File: config.mk
export PLATFORM = sky130hd
export DESIGN_NAME = hazard_ctrl
export DESIGN_NICKNAME = d
export VERILOG_FILES = /design/src/rtl/mips_pipe_pkg.sv /design/src/rtl/load_use_detect.sv /design/src/rtl/hazard_ctrl.sv
export SDC_FILE = /design/constraint.sdc
export NUM_CORES = 1
export LEC_CHECK = 0
export BUFFER_PORTS_ARGS = -buffer_cell sky130_fd_sc_hd__buf_2
export CAP_MARGIN = 20
export CORE_UTILIZATION = 25
export CTS_CLUSTER_DIAMETER = 80
export DETAILED_ROUTE_END_ITERATION = 12
export PLACE_DENSITY = 0.49
export SYNTH_ARGS = -nofsm -noshare
export SYNTH_HDL_FRONTEND = slang
export SYNTH_SLANG_ARGS = --single-unit
File: constraint.sdc
create_clock -name clk -period 1.53 [get_ports clk]
set_input_delay 0.0765 -clock clk [delete_from_list [all_inputs] [get_ports clk]]
set_output_delay 0.0765 -clock clk [all_outputs]
set_load 0.01 [all_outputs]
File: src/rtl/mips_pipe_pkg.sv
// Shared pipeline definitions: hazard FSM state encoding, register-field width and NOP encoding.
package mips_pipe_pkg;
  localparam int          REG_W     = 5;
  localparam logic [4:0]  ZERO_REG  = 5'd0;
  localparam logic [31:0] NOP_INSTR = 32'h0000_0000;

  typedef enum logic [1:0] {
    RUN   = 2'd0,
    STALL = 2'd1,
    FLUSH = 2'd2
  } state_t;
endpackage

File: src/rtl/load_use_detect.sv
// Flags a load in EX whose destination feeds a source operand of the instruction in ID.
module load_use_detect
  import mips_pipe_pkg::*;
(
  input  logic [REG_W-1:0] ifid_rs,
  input  logic [REG_W-1:0] ifid_rt,
  input  logic             ifid_uses_rt,
  input  logic             idex_memread,
  input  logic [REG_W-1:0] idex_rt,
  output logic             load_use
);
  // r0 is hardwired to zero, so a load targeting it never creates a dependency.
  assign load_use = idex_memread && (idex_rt != ZERO_REG) &&
                    ((idex_rt == ifid_rs) || (ifid_uses_rt && (idex_rt == ifid_rt)));
endmodule

File: src/rtl/hazard_ctrl.sv
// Pipeline hazard controller: load-use stalls, branch flushes and external freeze, zero-cycle output decode.
// Optional HAZARD_STATS_EN adds saturating stall/flush event counters.
module hazard_ctrl
  import mips_pipe_pkg::*;
#(
  parameter int FLUSH_CYCLES      = 1,
  parameter int LOAD_STALL_CYCLES = 1
) (
  input  logic             clk,
  input  logic             rst,
  input  logic [REG_W-1:0] ifid_rs,
  input  logic [REG_W-1:0] ifid_rt,
  input  logic             ifid_uses_rt,
  input  logic             idex_memread,
  input  logic [REG_W-1:0] idex_rt,
  input  logic             branch_taken,
  input  logic             ext_stall,
  output logic             pc_write,
  output logic             ifid_write,
  output logic             ifid_flush,
  output logic             idex_bubble,
  output logic [1:0]       state
`ifdef HAZARD_STATS_EN
  ,
  output logic [15:0]      stall_count,
  output logic [15:0]      flush_count
`endif
);
  localparam logic [1:0] FLUSH_RELOAD = 2'(FLUSH_CYCLES - 1);
  localparam logic [1:0] STALL_RELOAD = 2'(LOAD_STALL_CYCLES - 1);
  localparam logic [1:0] FLUSH_NEXT   = (FLUSH_CYCLES > 1) ? FLUSH : RUN;
  localparam logic [1:0] STALL_NEXT   = (LOAD_STALL_CYCLES > 1) ? STALL : RUN;

  logic [1:0] state_q, state_d;
  logic [1:0] cnt_q, cnt_d;
  logic       load_use;

  load_use_detect u_lud (
    .ifid_rs      (ifid_rs),
    .ifid_rt      (ifid_rt),
    .ifid_uses_rt (ifid_uses_rt),
    .idex_memread (idex_memread),
    .idex_rt      (idex_rt),
    .load_use     (load_use)
  );

  always_ff @(posedge clk or posedge rst) begin
    if (rst) begin
      state_q <= RUN;
      cnt_q   <= 2'd0;
    end else begin
      state_q <= state_d;
      cnt_q   <= cnt_d;
    end
  end

  always_comb begin
    state_d = state_q;
    cnt_d   = cnt_q;
    if (!ext_stall) begin
      case (state_q)
        RUN: begin
          if (branch_taken) begin
            state_d = FLUSH_NEXT;
            cnt_d   = FLUSH_RELOAD;
          end else if (load_use) begin
            state_d = STALL_NEXT;
            cnt_d   = STALL_RELOAD;
          end else begin
            state_d = RUN;
            cnt_d   = 2'd0;
          end
        end
        STALL: begin
          if (branch_taken) begin
            state_d = FLUSH_NEXT;
            cnt_d   = FLUSH_RELOAD;
          end else if (cnt_q == 2'd1) begin
            state_d = RUN;
            cnt_d   = 2'd0;
          end else begin
            cnt_d = cnt_q - 2'd1;
          end
        end
        FLUSH: begin
          // A new branch while squashing restarts the flush window.
          if (branch_taken) begin
            state_d = FLUSH;
            cnt_d   = FLUSH_RELOAD;
          end else if (cnt_q == 2'd1) begin
            state_d = RUN;
            cnt_d   = 2'd0;
          end else begin
            cnt_d = cnt_q - 2'd1;
          end
        end
        default: begin
          state_d = RUN;
          cnt_d   = 2'd0;
        end
      endcase
    end
  end

  always_comb begin
    pc_write    = 1'b0;
    ifid_write  = 1'b0;
    ifid_flush  = 1'b0;
    idex_bubble = 1'b0;
    if (!rst && !ext_stall) begin
      case (state_q)
        RUN: begin
          if (branch_taken) begin
            pc_write    = 1'b1;
            ifid_write  = 1'b1;
            ifid_flush  = 1'b1;
            idex_bubble = 1'b1;
          end else if (load_use) begin
            idex_bubble = 1'b1;
          end else begin
            pc_write   = 1'b1;
            ifid_write = 1'b1;
          end
        end
        STALL: begin
          if (branch_taken) begin
            pc_write    = 1'b1;
            ifid_write  = 1'b1;
            ifid_flush  = 1'b1;
          end
          idex_bubble = 1'b1;
        end
        FLUSH: begin
          pc_write    = 1'b1;
          ifid_write  = 1'b1;
          ifid_flush  = 1'b1;
          idex_bubble = 1'b1;
        end
        default: ;
      endcase
    end
  end

  assign state = state_q;

`ifdef HAZARD_STATS_EN
  always_ff @(posedge clk or posedge rst) begin
    if (rst) begin
      stall_count <= 16'd0;
      flush_count <= 16'd0;
    end else if (!ext_stall) begin
      if (idex_bubble && !ifid_flush && (stall_count != 16'hFFFF))
        stall_count <= stall_count + 16'd1;
      if (ifid_flush && (flush_count != 16'hFFFF))
        flush_count <= flush_count + 16'd1;
    end
  end
`endif
endmodule
* Word-level counts from Yosys, hierarchy flattened
Cells that the tools add are included.
** Word-level totals
- Register bits after elaboration :: 4
- Bits of input ports :: 21
- Output and inout bits :: 6
- Logic and storage cells :: 37
** Operators by class
- Add/subtract/negate cells :: 1
- Equality and inequality tests :: 5
- Muxes and demuxes :: 18
- Reduce and logical (&&, ||, !) cells :: 11
** Operators by type and width (count)
- two-way mux 2 bit :: 6
- equality test 5 bit :: 2
- two-way mux 1 bit :: 8
- nonzero test 5 bit :: 1
- equality test 2 x 1 -> 1 bit (second input constant) :: 2
- logical AND 1 bit :: 4
- one-hot mux 1 bit (2 select lines) :: 2
- one-hot mux 2 bit (2 select lines) :: 1
- OR reduction 2 bit :: 2
- one-hot mux 1 bit (3 select lines) :: 1
- equality test 2 bit (second input constant) :: 1
- logical NOT 1 bit :: 2
- logical NOT 2 bit :: 1
- subtractor 2 x 1 -> 2 bit (second input constant) :: 1
- logical OR 1 bit :: 1

* Longest topological paths before layout
- Depth in word-level cells :: 8
- Depth in mapped cells :: 6
- Mapped depth without buffers :: 6

* Hierarchy
From an unflattened synthesis, not the netlist that was laid out.
** Second synthesis, totals
- Cells, all modules :: 57
- Area total of the unflattened synthesis :: 485.5 um2
** Modules (own cells, without submodules)
- hazard_ctrl :: times used 1, cells an instance 40, area each 352.8 um2
- load_use_detect :: times used 1, cells an instance 17, area each 132.6 um2

* Worst setup path after synthesis
OpenSTA, ideal clock, no wires.
- Path kind :: register to output
- Start :: reg state_q[0], in the netlist state[0]
- End :: out pc_write
- Arrival :: 1.338 ns
- Setup slack :: 0.116 ns
- Stages on the path, launching flop included :: 7
- Path buffers :: 1
- Cell sequence :: dfrtp_1 -> inv_1 -> ha_1 -> o31ai_1 -> nor2_1 -> o31a_1 -> buf_4
** On the way
- Word-level cells in the longest chain between the ends :: 3
- Elaborated cells on any way between the ends :: 5
- Classes of those cells :: eq/ne (2); mux (2); reduce/logical (1)
** RTL lines
- start: declaration :: RTL line hazard_ctrl.sv:34 : logic [1:0] state_q, state_d;
- start signal: assignment :: RTL line hazard_ctrl.sv:52 : state_q <= state_d;
- equality test 2 bit, or another cell as far along
- one-hot mux 1 bit (3 select lines) (*)
- two-way mux 1 bit (*)
- end: declaration :: RTL line hazard_ctrl.sv:18 : output logic pc_write,
Every way passes the cells marked *; elsewhere a longest branch is shown, timed or not.

* Worst setup path in the final report
- Start :: reg state_q[0], in the netlist state[0]
- End :: out idex_bubble
** On the way
- Word-level cells in the longest chain between the ends :: 4
- Elaborated cells on any way between the ends :: 6
- Classes of those cells :: eq/ne (2); mux (2); reduce/logical (2)
** RTL lines
- equality test 2 bit / equality test 2 x 1 -> 1 bit (equally long branches) :: RTL line hazard_ctrl.sv:111 : case (state_q)
- OR reduction 2 bit (no line)
- one-hot mux 1 bit (2 select lines) (*) :: RTL line hazard_ctrl.sv:111
- two-way mux 1 bit (*) :: RTL line hazard_ctrl.sv:110 : if (!rst && !ext_stall) begin
- end: declaration :: RTL line hazard_ctrl.sv:21 : output logic idex_bubble,
Marked as above.

==> run_results.csv <==
group,metric,value,unit
grt,grt_use_met1,12.81,%
drt,via_count,499,
clock_tree,clk_pin_slew,0.04,ns
sta,worst_slew_pin_slew,0.2832,ns
layout,final_area,721.9,sq um
place,gp_congestion,0.7492,
setup_path,cp_slowest_cell,"dfrtp_2",
sta,rsz0062_at_grt,"true",
synthesis,ys_seq_area_share,22.28,%
sta,min_period_over_period,101.8,%
grt,met3_usage,4.490,%
setup_path,arrival,1.48,ns
hold_path,holdCritStartpoint,"branch_taken",
floorplan,die_h,44.39,microns
clock_tree,clockBufferDepth,2,
sta,skew,0.007023,ns
clock_tree,cts_sinks,4,
sta,slew_headroom,81.07,%
floorplan,die_area,1970,sq um
clock_tree,htreeDepth,1,
layout,antenna_cells,0,
sta,setup_ws,-0.02693,ns
synthesis,synth_cells,52,
drt,drt_iter0_markers,4,
synthesis,syn_area,449.2,sq um
clock_tree,cts_made_buffers,3,
floorplan,coreArea,1594,sq um
run_status,status,"finished, violations left",
grt,use_met2,23.24,%
drt,dr.pass1.iters,4,
setup_path,end_kind,"primary output",
hold_path,hold_depth,3,
setup_path,critPathRequiredTime,1.45,ns
sta,setup_viol,3,
floorplan,design.portCount,27,
power,pwr_density_cell,463.4,nW/um^2
synthesis,synth.avg_cell_area,8.638,sq um
run_status,violations,"setup timing",
sta,period_minus_slack,1.557,ns
grt,grt_overflow,0,
synthesis,ys.warnings.count,0,
place,io_buffers,26,
layout,final_util,45.29,%
setup_path,regToRegSetupSlack,0.20,ns
layout,drive_gt1_share,51.76,%
setup_path,r2r_cells,6,
sta,max_freq,642.3,MHz
drt,ant_nets,0,
grt,grt-busiest-layer,"met2",
setup_path,rr_startpoint,"state[0]",
drt,drc,0,
layout,nets,113,
power,ir_worst_vdd,0.3643,mV
setup_path,cp_cell_sequence,"inv_2 > ha_4 > buf_4 > o21ai_1 > a21oi_1 > buf_2",
clock_tree,cts_tree,"built",
drt,routed_wl,1129,microns
sta,whs,0.1675,ns
setup_path,start_kind,"register",
hold_path,min_path_type,"input port to register",
grt,antenna_found_initial,0,
grt,first_global_vias,493,
synthesis,yosysUniqueCellTypes,23,
drt,viasPerCell,4.578,
setup_path,cp_slowest_stage_delay,0.44,ns
floorplan,die_w,44.39,microns
power,p_leak,0.3377,nW
place,dp_hpwl,869.1,microns
grt,grt_pass1_wl,1835,microns
clock_tree,cts_root_buf,"clkbuf_4",
setup_path,path_class,"register to primary output",
synthesis,ys_ff_latch,4,
synthesis,synth_nets,78,
setup_path,crit_path_max_fanout,5,
hold_path,worstHoldEndpoint,"state[1]",
drt,wl_per_cell,10.36,microns
sta,hold_viol,0,
grt,grt_max_degree,9,
flow_run,max_cap_viol_count,0,
sta,slew_violations,0,
setup_path,r2r_end,"state[1]",
place,dp_slack,0.1058,ns
floorplan,start_util,28.18,%
grt,gr-usage-all-layers,12.76,%
power,finalPower,334.5,uW
place,post_dp_cell_area,609.3,sq um
clock_tree,clk_latency,0.24,ns
layout,syn_to_final_growth,60.72,%
floorplan,rows,14,
## kinds of logic (layout without fill, tap and decap cells)
| kind of cell | count (synthesis) | after routing | share of synthesized area [%] |
|---|---|---|---|
| buf+inv | 5 | 38 | 5.014 |
| fa+ha+maj | 5 | 5 | 13.93 |
| flops | 4 | 4 | 22.29 |
| compound gates | 9 | 9 | 15.04 |
| simple gates | 19 | 19 | 24.24 |
| xor+xnor | 10 | 10 | 19.50 |
## where the power goes
part	leakage [nW]	internal [mW]	switching, mW
sequential	0.0526	0.106	0.00000000139
combinational	0.271	0.0477	0.0471
clock	0.0138	0.0878	0.0455
## worst max-delay path by stage
stage	cells after the start	slack [ns]	startpoint	to
global placement	7	0.07	idex_rt[3]	pc_write
floorplan	6	0.12	state[0]	pc_write
detailed placement	7	0.11	idex_rt[3]	ifid_write
finish	6	-0.03	state[0]	idex_bubble
global route	6	-0.09	state[1]	ifid_write
CTS	6	-0.03	state[0]	ifid_write
## placed cells by master (no fill, tap or decap), types with 3 or more instances in the layout
master and n:
buf_4 4, xor2_1 6, ha_4 3, clkbuf_4 3, nor2_1 6, nor3_1 3, xnor2_1 4, buf_2 26
## cell type report
| type | count | area (sq um) |
|---|---|---|
| fill | 166 | 872.1 |
| multi-input combinational | 43 | 381.6 |
| timing repair buffer | 31 | 170.2 |
| sequential | 4 | 102.6 |
| tap | 24 | 30.03 |
| clock buffer | 3 | 22.52 |
| inverter | 4 | 15.01 |
## repair_timing
action                     CTS  global route
setup endpoints to repair    3             4
buffers inserted             3             0
resized for setup           12             4
gates cloned                 0             0
hold endpoints to repair     4             0
hold buffers                 1             0
pin swaps                    2             0
## cells in the mapped netlist (all sizes together)
cell type | instances | area share (%)
a21oi | 1 | 1.1
a21o | 1 | 1.7
a2111oi | 1 | 2.0
o221ai | 1 | 3.3
ha | 5 | 14
nor2 | 6 | 5.0
o31ai | 1 | 1.7
nor3 | 5 | 8.1
nand2b | 2 | 2.8
o21ai | 3 | 3.3
xor2 | 6 | 12
and3 | 1 | 1.4
inv | 4 | 3.3
o31a | 1 | 2.0
buf | 1 | 1.7
nand4b | 1 | 2.0
nor4 | 1 | 1.4
nand3 | 1 | 1.1
dfrtp | 4 | 22
or4 | 1 | 1.7
xnor2 | 4 | 7.8
nand2 | 1 | 0.83
## critical path, delay by kind of cell (launching register included)
family                   cells  cell delay (ns)
flip-flops                   1             0.44
AO/OA/AOI/OAI                2             0.18
buffers and inverters        3             0.41
adder cells (fa/ha/maj)      1             0.21
## layer usage
layer | vias to the layer above | part of all wire (%)
li1 | 251 | -
met1 | 220 | 42
met2 | 24 | 47
met3 | 4 | 7.9
met4 | 0 | 2.5
met5 | - | 0
## sequential cells by signal, indices dropped and copies added (netlist names)
signal	cells
cnt_q	2
state	2
## stage by stage
stage          TNS [ns]  instances
4_1_cts        -0.06688        109
5_1_grt         -0.2596        109
2_1_floorplan         0         52
3_5_place_dp          0        102
3_3_place_gp          0        102
6_report       -0.04108        109
No activity file was read; power rests on OpenSTA's default activity.
